--- config.mk ---
export PLATFORM = sky130hd
export DESIGN_NAME = fir_seq_ctrl_flat
export DESIGN_NICKNAME = d
export VERILOG_FILES = /design/src/rtl/fir_pkg.sv /design/src/rtl/fir_seq_ctrl_if.sv /design/src/rtl/fir_tap_bank_cnt.sv /design/src/rtl/fir_seq_ctrl.sv /design/src/flat_wrapper.sv
export SDC_FILE = /design/constraint.sdc
export NUM_CORES = 1
export LEC_CHECK = 0
export BUFFER_PORTS_ARGS = -buffer_cell sky130_fd_sc_hd__buf_2
export CORE_MARGIN = 8
export CORE_UTILIZATION = 30
export DETAILED_ROUTE_END_ITERATION = 16
export PLACE_DENSITY_LB_ADDON = 0.08
export SLEW_MARGIN = 25
export SYNTH_ARGS = -nofsm -noshare
export SYNTH_HDL_FRONTEND = slang
export SYNTH_SLANG_ARGS = --single-unit
--- constraint.sdc ---
create_clock -name iClk -period 2.8 [get_ports iClk]
set_input_delay 0.28 -clock iClk [delete_from_list [all_inputs] [get_ports iClk]]
set_output_delay 0.28 -clock iClk [all_outputs]
set_load 0.02 [all_outputs]
--- src/rtl/fir_pkg.sv ---
`default_nettype none
// ============================================================================
//  Module      : fir_pkg
//  Description : Shared sizes and state encoding for the FIR sequencer.
//  Revision    : 1.0 - initial release
// ============================================================================
package fir_pkg;

    localparam int NUM_BANK = 4;
    localparam int NUM_TAP  = 10;
    localparam int BANK_W   = 2;
    localparam int TAP_W    = 4;
    localparam int DATA_W   = 16;

    typedef enum logic [2:0] {
        ST_IDLE  = 3'd0,
        ST_LOAD  = 3'd1,
        ST_READ  = 3'd2,
        ST_DRAIN = 3'd3,
        ST_DONE  = 3'd4
    } state_t;

endpackage
`default_nettype wire

--- src/rtl/fir_seq_ctrl_if.sv ---
`default_nettype none
// ============================================================================
//  Module      : fir_seq_ctrl_if
//  Description : Request, coefficient, SRAM and MAC signals of the sequencer.
//  Revision    : 1.0 - initial release
// ============================================================================
interface fir_seq_ctrl_if;
    import fir_pkg::*;

    logic              iCoeffUpdate;
    logic              iCoeffWrEn;
    logic [DATA_W-1:0] iCoeffData;
    logic              iInValid;
    logic              oBusy;
    logic              oCoeffLoaded;
    logic [BANK_W-1:0] oModuleSel;
    logic              oCsnRam;
    logic              oWrnRam;
    logic [TAP_W-1:0]  oAddrRam;
    logic [DATA_W-1:0] oWtDtRam;
    logic              oEnMul;
    logic              oEnAddAcc;
    logic              oOutValid;

    modport slave (
        input  iCoeffUpdate, iCoeffWrEn, iCoeffData, iInValid,
        output oBusy, oCoeffLoaded, oModuleSel, oCsnRam, oWrnRam,
               oAddrRam, oWtDtRam, oEnMul, oEnAddAcc, oOutValid
    );

    modport master (
        output iCoeffUpdate, iCoeffWrEn, iCoeffData, iInValid,
        input  oBusy, oCoeffLoaded, oModuleSel, oCsnRam, oWrnRam,
               oAddrRam, oWtDtRam, oEnMul, oEnAddAcc, oOutValid
    );

endinterface
`default_nettype wire

--- src/rtl/fir_tap_bank_cnt.sv ---
`default_nettype none
// ============================================================================
//  Module      : fir_tap_bank_cnt
//  Description : Nested counter; tap runs 0..NUM_TAP-1, bank steps on tap wrap.
//  Revision    : 1.0 - initial release
// ============================================================================
module fir_tap_bank_cnt
    import fir_pkg::*;
(
    input  wire               i_clk,
    input  wire               i_rst,
    input  wire               i_clear,
    input  wire               i_advance,
    output logic [TAP_W-1:0]  o_tap,
    output logic [BANK_W-1:0] o_bank,
    output logic              o_last_tap,
    output logic              o_last_bank
);

    logic [TAP_W-1:0]  r_tap;
    logic [BANK_W-1:0] r_bank;

    // Clear wins over advance; a tap wrap carries into the bank count.
    always_ff @(posedge i_clk) begin
        if (i_rst || i_clear) begin
            r_tap  <= '0;
            r_bank <= '0;
        end else if (i_advance) begin
            if (o_last_tap) begin
                r_tap  <= '0;
                r_bank <= r_bank + BANK_W'(1);
            end else begin
                r_tap  <= r_tap + TAP_W'(1);
            end
        end
    end

    assign o_tap       = r_tap;
    assign o_bank      = r_bank;
    assign o_last_tap  = (r_tap == TAP_W'(NUM_TAP - 1));
    assign o_last_bank = (r_bank == BANK_W'(NUM_BANK - 1));

endmodule
`default_nettype wire

--- src/rtl/fir_seq_ctrl.sv ---
`default_nettype none
// ============================================================================
//  Module      : fir_seq_ctrl
//  Description : Sequences coefficient loads into tap SRAMs and the per-bank
//                read / multiply / accumulate pass of one FIR computation.
//  Revision    : 1.0 - initial release
// ============================================================================
module fir_seq_ctrl
    import fir_pkg::*;
(
    input  wire           iClk,
    input  wire           iRst,
    fir_seq_ctrl_if.slave bus
);

    state_t            r_state, w_state_nxt;
    logic              r_drain_cnt, w_drain_cnt_nxt;
    logic              r_coeff_loaded, w_coeff_loaded_nxt;
    logic              r_csn, w_csn_nxt;
    logic              r_wrn, w_wrn_nxt;
    logic [BANK_W-1:0] r_mod_sel, w_mod_sel_nxt;
    logic [TAP_W-1:0]  r_addr, w_addr_nxt;
    logic [DATA_W-1:0] r_wdata, w_wdata_nxt;
    logic              r_en_mul, w_en_mul_nxt;
    logic              r_en_add, w_en_add_nxt;
    logic              r_out_valid, w_out_valid_nxt;

    logic              w_cnt_clear, w_cnt_adv;
    logic [TAP_W-1:0]  w_tap;
    logic [BANK_W-1:0] w_bank;
    logic              w_last_tap, w_last_bank;

    fir_tap_bank_cnt u_cnt (
        .i_clk       (iClk),
        .i_rst       (iRst),
        .i_clear     (w_cnt_clear),
        .i_advance   (w_cnt_adv),
        .o_tap       (w_tap),
        .o_bank      (w_bank),
        .o_last_tap  (w_last_tap),
        .o_last_bank (w_last_bank)
    );

    // Next state plus the SRAM/MAC values to present during the next cycle.
    // During READ the counter holds the tap visible now, so the next read
    // address is tap+1; during LOAD it holds the slot of the next write.
    always_comb begin
        w_state_nxt        = r_state;
        w_drain_cnt_nxt    = 1'b0;
        w_coeff_loaded_nxt = r_coeff_loaded;
        w_cnt_clear        = 1'b0;
        w_cnt_adv          = 1'b0;
        w_csn_nxt          = 1'b1;
        w_wrn_nxt          = 1'b1;
        w_mod_sel_nxt      = '0;
        w_addr_nxt         = '0;
        w_wdata_nxt        = '0;
        w_out_valid_nxt    = 1'b0;
        // One-cycle SRAM read latency, then one more stage into the adder.
        w_en_mul_nxt       = ~r_csn & r_wrn;
        w_en_add_nxt       = r_en_mul;

        case (r_state)
            ST_IDLE: begin
                if (bus.iCoeffUpdate) begin
                    w_state_nxt        = ST_LOAD;
                    w_cnt_clear        = 1'b1;
                    w_coeff_loaded_nxt = 1'b0;
                end else if (bus.iInValid && r_coeff_loaded) begin
                    w_state_nxt = ST_READ;
                    w_cnt_clear = 1'b1;
                    w_csn_nxt   = 1'b0;
                end
            end
            ST_LOAD: begin
                if (bus.iCoeffWrEn) begin
                    w_csn_nxt     = 1'b0;
                    w_wrn_nxt     = 1'b0;
                    w_mod_sel_nxt = w_bank;
                    w_addr_nxt    = w_tap;
                    w_wdata_nxt   = bus.iCoeffData;
                    w_cnt_adv     = 1'b1;
                    if (w_last_tap && w_last_bank) begin
                        w_state_nxt        = ST_IDLE;
                        w_coeff_loaded_nxt = 1'b1;
                    end
                end
            end
            ST_READ: begin
                w_mod_sel_nxt = w_bank;
                if (w_last_tap) begin
                    w_state_nxt = ST_DRAIN;
                end else begin
                    w_csn_nxt  = 1'b0;
                    w_addr_nxt = w_tap + TAP_W'(1);
                    w_cnt_adv  = 1'b1;
                end
            end
            ST_DRAIN: begin
                // Bank select is held so the trailing enables reach this bank.
                w_mod_sel_nxt   = w_bank;
                w_drain_cnt_nxt = 1'b1;
                if (r_drain_cnt) begin
                    w_drain_cnt_nxt = 1'b0;
                    if (w_last_bank) begin
                        w_state_nxt     = ST_DONE;
                        w_out_valid_nxt = 1'b1;
                        w_mod_sel_nxt   = '0;
                    end else begin
                        w_state_nxt   = ST_READ;
                        w_cnt_adv     = 1'b1;
                        w_csn_nxt     = 1'b0;
                        w_mod_sel_nxt = w_bank + BANK_W'(1);
                    end
                end
            end
            ST_DONE: begin
                w_state_nxt = ST_IDLE;
            end
            default: begin
                w_state_nxt = ST_IDLE;
            end
        endcase
    end

    // State, load flag and registered outputs; reset abandons any operation.
    always_ff @(posedge iClk) begin
        if (iRst) begin
            r_state        <= ST_IDLE;
            r_drain_cnt    <= 1'b0;
            r_coeff_loaded <= 1'b0;
            r_csn          <= 1'b1;
            r_wrn          <= 1'b1;
            r_mod_sel      <= '0;
            r_addr         <= '0;
            r_wdata        <= '0;
            r_en_mul       <= 1'b0;
            r_en_add       <= 1'b0;
            r_out_valid    <= 1'b0;
        end else begin
            r_state        <= w_state_nxt;
            r_drain_cnt    <= w_drain_cnt_nxt;
            r_coeff_loaded <= w_coeff_loaded_nxt;
            r_csn          <= w_csn_nxt;
            r_wrn          <= w_wrn_nxt;
            r_mod_sel      <= w_mod_sel_nxt;
            r_addr         <= w_addr_nxt;
            r_wdata        <= w_wdata_nxt;
            r_en_mul       <= w_en_mul_nxt;
            r_en_add       <= w_en_add_nxt;
            r_out_valid    <= w_out_valid_nxt;
        end
    end

    assign bus.oBusy        = (r_state != ST_IDLE);
    assign bus.oCoeffLoaded = r_coeff_loaded;
    assign bus.oModuleSel   = r_mod_sel;
    assign bus.oCsnRam      = r_csn;
    assign bus.oWrnRam      = r_wrn;
    assign bus.oAddrRam     = r_addr;
    assign bus.oWtDtRam     = r_wdata;
    assign bus.oEnMul       = r_en_mul;
    assign bus.oEnAddAcc    = r_en_add;
    assign bus.oOutValid    = r_out_valid;

endmodule
`default_nettype wire

--- src/flat_wrapper.sv ---
// flat-port wrapper written by rule: the top's interface ports become plain ports
module fir_seq_ctrl_flat import fir_pkg::*;
  (iClk, iRst, bus_iCoeffUpdate, bus_iCoeffWrEn, bus_iCoeffData, bus_iInValid, bus_oBusy, bus_oCoeffLoaded, bus_oModuleSel, bus_oCsnRam, bus_oWrnRam, bus_oAddrRam, bus_oWtDtRam, bus_oEnMul, bus_oEnAddAcc, bus_oOutValid);
  fir_seq_ctrl_if bus_i ();
  input  wire iClk;
  input  wire iRst;
  input wire logic [$bits(bus_i.iCoeffUpdate)-1:0] bus_iCoeffUpdate;
  input wire logic [$bits(bus_i.iCoeffWrEn)-1:0] bus_iCoeffWrEn;
  input wire logic [$bits(bus_i.iCoeffData)-1:0] bus_iCoeffData;
  input wire logic [$bits(bus_i.iInValid)-1:0] bus_iInValid;
  output wire logic [$bits(bus_i.oBusy)-1:0] bus_oBusy;
  output wire logic [$bits(bus_i.oCoeffLoaded)-1:0] bus_oCoeffLoaded;
  output wire logic [$bits(bus_i.oModuleSel)-1:0] bus_oModuleSel;
  output wire logic [$bits(bus_i.oCsnRam)-1:0] bus_oCsnRam;
  output wire logic [$bits(bus_i.oWrnRam)-1:0] bus_oWrnRam;
  output wire logic [$bits(bus_i.oAddrRam)-1:0] bus_oAddrRam;
  output wire logic [$bits(bus_i.oWtDtRam)-1:0] bus_oWtDtRam;
  output wire logic [$bits(bus_i.oEnMul)-1:0] bus_oEnMul;
  output wire logic [$bits(bus_i.oEnAddAcc)-1:0] bus_oEnAddAcc;
  output wire logic [$bits(bus_i.oOutValid)-1:0] bus_oOutValid;
  assign bus_i.iCoeffUpdate = bus_iCoeffUpdate;
  assign bus_i.iCoeffWrEn = bus_iCoeffWrEn;
  assign bus_i.iCoeffData = bus_iCoeffData;
  assign bus_i.iInValid = bus_iInValid;
  assign bus_oBusy = bus_i.oBusy;
  assign bus_oCoeffLoaded = bus_i.oCoeffLoaded;
  assign bus_oModuleSel = bus_i.oModuleSel;
  assign bus_oCsnRam = bus_i.oCsnRam;
  assign bus_oWrnRam = bus_i.oWrnRam;
  assign bus_oAddrRam = bus_i.oAddrRam;
  assign bus_oWtDtRam = bus_i.oWtDtRam;
  assign bus_oEnMul = bus_i.oEnMul;
  assign bus_oEnAddAcc = bus_i.oEnAddAcc;
  assign bus_oOutValid = bus_i.oOutValid;
  fir_seq_ctrl u_core (.iClk(iClk), .iRst(iRst), .bus(bus_i));
endmodule
== Word level (Yosys, flattened, before mapping) ==
Cells that the tools add are included.
Word-level totals
  memory bits (read-only): 0
  input port bits: 21
  bits in writable memories: 0
  bits in registers: 38
  memories: 0
  bits in latches: 0
Operators by class
  multipliers: 0
  equality and inequality tests: 11
  bitwise operators: 6
  shift-type cells: 0
  add/subtract/negate cells: 2
  div/mod/pow operators: 0
  magnitude comparators: 0
  reduce and logical (&&, ||, !) cells: 13
  mux-type cells: 35
Operator list (count)
  3-bit 2-to-1 mux: 7
  1-bit 2-to-1 mux: 17
  3-bit case mux with 4 select lines: 1
  4-bit 2-to-1 mux: 2
  4-bit case mux with 2 select lines: 1
  3-bit by 2-bit == test with 1-bit output (second input constant): 2
  2-bit 2-to-1 mux: 3
  2-bit by 1-bit != test with 1-bit output (second input constant): 3
  2-bit case mux with 3 select lines: 1
  3-bit OR reduction: 2
  1-bit NOT: 5
  5-bit AND reduction: 1
  4-bit by 1-bit adder with 4-bit output (second input constant): 1
  4-bit == test (second input constant): 1
  2-bit != test (second input constant): 2
  1-bit case mux with 4 select lines: 1
  4-bit AND reduction: 1
  2-bit OR reduction: 2
  3-bit by 1-bit == test with 1-bit output (second input constant): 1
  3-bit logical NOT: 1
  3-bit by 2-bit != test with 1-bit output (second input constant): 1
  1-bit case mux with 3 select lines: 1
  3-bit nonzero test: 1
  2-bit by 1-bit adder with 2-bit output (second input constant): 1
  7 further kinds: 8

== Depth between registers and ports, before layout ==
  depth after elaboration: 5
  mapped depth: 7
  gate-level depth less buffers: 6

== Cells and area by module ==
Synthesis repeated with hierarchy kept, for this count alone.
Unflattened totals
  cells, all modules: 155
  area total of the unflattened synthesis: 1552.7 um2
By module, submodules not included
  fir_seq_ctrl: sequential area each 640.6 um2, cells each 121, area each 1232.4 um2, instances 1
  fir_tap_bank_cnt: sequential area each 120.1 um2, cells each 34, area each 320.3 um2, instances 1

== Least setup slack after synthesis ==
No wires, ideal clock.
  kind: register to register
  start point: register u_core.u_cnt.r_bank[0] (netlist: u_core.u_cnt.o_bank[0])
  end point: register u_core.u_cnt.r_tap[3] (netlist: u_core.u_cnt.o_tap[3])
  data required time: 2726 ps
  cell stages (with the launch flop): 7
  arrival: 1777 ps
  path slack: 948 ps
  library setup time: 74 ps
  cells stage by stage: dfxtp_1 > ha_1 > nand2b_1 > a211oi_1 > nor2_1 > or4b_1 > a31oi_1
On the way
  longest elaborated chain between the ends: 4
RTL lines
  start, declared: RTL line fir_tap_bank_cnt.sv:21  | logic [BANK_W-1:0] r_bank;
  start signal, assigned: RTL line fir_tap_bank_cnt.sv:31  | r_bank <= r_bank + BANK_W'(1);
  2-bit == test: RTL line fir_tap_bank_cnt.sv:41  | assign o_last_bank = (r_bank == BANK_W'(NUM_BANK - 1));
  via u_core.u_cnt.o_last_bank: RTL line fir_tap_bank_cnt.sv:17  | output logic o_last_bank
  1-bit 2-to-1 mux: RTL line fir_seq_ctrl.sv:105  | if (w_last_bank) begin
  1-bit 2-to-1 mux: RTL line fir_seq_ctrl.sv:103  | if (r_drain_cnt) begin
  1-bit case mux with 3 select lines: RTL line fir_seq_ctrl.sv:63  | case (r_state)
  end signal, assigned: RTL line fir_tap_bank_cnt.sv:33  | r_tap <= r_tap + TAP_W'(1);
  end, declared: RTL line fir_tap_bank_cnt.sv:20  | logic [TAP_W-1:0] r_tap;
The timed path passes the listed nets, and every way through them passes these cells.
A chain may end at the register's enable or synchronous reset.

== Worst setup path after layout ==
Ends and elaborated chain as after synthesis.

==> results.toml <==
[status]
status = "finished clean"

[cells_and_area]
synthToLayoutAreaGrowth_pct = 28.5
fillCellCount = 506
nets = 233
stdcell_area_um2 = 1910
final_cells = 279
antenna_cells = 0
utilization_pct = 40.2
layout-drive-gt1-share_pct = 28.3

[pwr]
ir_worst_vdd_v = 0.000333
power_leakage_nw = 0.830
p_per_area_nw_per_um2 = 859

[cts]
htreeDepth = 2
cts_root_buf = "clkbuf_8"
holdBufCountCts = 0
tritoncts = "built"
ctsResizeCount = 0
clockBufferDepth = 2
clk_pin_slew_worst_paths_ps = 80
clock_latency_ps = 290
numCtsBuffers = 5
clkSinkCount = 38
postCtsSetupBuffers = 0

[setup_path]
crit_type = "flop to flop"
startpoint_type = "flop"
crit_fanout = 6
cp.required_ps = 3020
critPathSlowestCell = "or4b_1"
crit_buf_inv = 0
cpLargestDelayFamily = "simple AND/OR/NAND/NOR gates"
crit_path_end_kind = "flop"
r2r_start = "u_core.u_cnt.o_bank[0]"
critical_path.cell_chain = "ha_1 -> nand2b_1 -> a211oi_1 -> nor2_1 -> or4b_1 -> a31oi_1"
arrival_ps = 2280
cp_slowest_stage_delay_ps = 510
critPathLaunch = "u_core.u_cnt.o_bank[0]"

[sta]
whs_ps = 185
final-setup-viol-count = 0
final.setup.tns_ps = 0
clock-skew-final_ps = 5.98
period_share_pct = 73.8
hold_violations = 0
drv_slew = 0
rsz0062_at_grt = "false"
fmax_mhz = 484
fin_crit_ps = 2070
worstMarginPinSlew_ps = 748
relSlewSlack_pct = 49.9

[die]
die_area_um2 = 7470
rows = 25
initial_utilization_pct = 31.3
die_y_um = 86.4
die_w_um = 86.4
core_area_um2 = 4750
ios = 50

[global_route]
grt_pass1_wl_um = 6000
antenna_found_initial = 0
grt-ovfl-total = 0
grt_max_degree = 18
grt_pass1_vias = 1278
grt.total_usage_pct = 10.1

[synth]
yosysUniqueCellTypes = 38
ys_seq_area_share_pct = 51.1
synth-edff-count = 0
synth_top_area_share_pct = 51.1
yosys-top-cells-area = "dfxtp_1 (51%), and2_1 (7.1%), nor2_1 (5.3%)"
synth.cell_area_um2 = 1490
avgSynthCellArea_um2 = 9.13
yosys.area.top_type = "dfxtp_1"
ys.flop_type = "dfxtp_1"
synth_warnings = 0
syn_nets = 185
netlist_instances = 163
async_flop_share_pct = 0
yosys-top-cells-count = "dfxtp_1 (38), nor2_1 (21), and2_1 (17), a21oi_1 (11)"
synth_seq_cells = 38
synth.most_common_cell = "dfxtp_1"

[place]
dp_hpwl_um = 2660
io_buffers = 49
place_inst = 271
place_area_um2 = 1770
gp_congestion = 0.829

[route]
firstDrtPassIters = 4
wl_per_cell_um = 12.6
routed_via_density = 4.58
first_iter_violations = 140
drc = 0
vias = 1277
finalWirelength_um = 3510
drtAntennaViolNets = 0

[run]
maxCapViolations = 0

[hold_path]
hold_path.class = "primary input to flop"
hp-start = "bus_iCoeffData[1]"
[where the power goes]
part | internal [mW] | switching [mW]
clock | 0.357 | 0.193
sequential | 0.596 | 0.0706
combinational | 0.163 | 0.262
total | 1.12 | 0.525
[through the flow]
| stage | worst slack (ps) | total power, mW |
|---|---|---|
| floorplan | 948 | 1.01 |
| global placement | 795 | 1.11 |
| detailed placement | 746 | 1.11 |
| CTS | 730 | 1.67 |
| global route | 488 | 1.75 |
| finish | 734 | 1.64 |
[flip-flops by register name (all words and copies together), names as in the netlist]
| signal | flops |
|---|---|
| u_core.u_cnt.o_tap | 4 |
| u_core.u_cnt.o_bank | 2 |
| u_core.r_state | 3 |
| u_core.bus.oEnAddAcc | 1 |
| u_core.bus.oWtDtRam | 16 |
| u_core.bus.oOutValid | 1 |
| u_core.bus.oCsnRam | 1 |
| u_core.bus.oWrnRam | 1 |
| u_core.bus.oModuleSel | 2 |
| u_core.bus.oCoeffLoaded | 1 |
| u_core.r_drain_cnt | 1 |
| u_core.bus.oEnMul | 1 |
| u_core.bus.oAddrRam | 4 |
[layer usage]
layer | share of wire, % | GRT usage (%) | vias up
li1 | - | - | 652
met1 | 46 | 11.9 | 578
met4 | 1.2 | 4.38 | 0
met5 | 0 | 0 | -
met2 | 43 | 14.7 | 43
met3 | 10 | 5.39 | 4
[path summary, 6_finish.rpt]
kind | to | slack [ps] | depth (start not counted)
setup / recovery | u_core.u_cnt.o_tap[3] | 730 | 6
hold / removal | u_core.bus.oWtDtRam[1] | 180 | 2
setup reg to reg | u_core.u_cnt.o_tap[3] | 730 | 6
hold reg to reg | u_core.bus.oEnMul | 430 | 1
[layout by cell type (no fill, tap or decap), drive strengths merged, types with 3 or more instances in the layout]
| master | count |
|---|---|
| nand3b | 3 |
| dfxtp | 38 |
| nand2 | 8 |
| clkbuf | 5 |
| buf | 49 |
| nand2b | 4 |
| a21oi | 11 |
| nor2 | 21 |
| or3 | 3 |
| nor3 | 4 |
| xnor2 | 3 |
| and2 | 17 |
| inv | 5 |
| o21ai | 8 |
[worst register-to-register path: stages (launching register included)]
cell	delay [ps]
dfxtp_1	350
ha_1	270
nand2b_1	200
a211oi_1	420
nor2_1	80
or4b_1	510
a31oi_1	170
[cells by family (layout without fill, tap and decap cells)]
kind of cell	count (synthesis)	in the layout	share of synthesized area (%)
adder cells (fa/ha/maj)	1	1	0.841
AND/OR/NAND/NOR	73	73	27.2
buffers and inverters	13	62	4.12
AO/OA/AOI/OAI	34	34	14.2
XOR/XNOR	3	3	1.77
flip-flops	38	38	51.1
multiplexers	1	1	0.673
[area by class of cell]
class | count | area, um2 | area share, %
Sequential cell | 38 | 761 | 39.8
Multi-Input combinational cell | 112 | 666 | 34.8
Timing Repair Buffer | 49 | 245 | 12.8
Tap cell | 67 | 83.8 | 4.38
Clock buffer | 5 | 68.8 | 3.60
Clock inverter | 3 | 68.8 | 3.60
Inverter | 5 | 18.8 | 0.982
No activity file was read; power rests on OpenSTA's default activity.
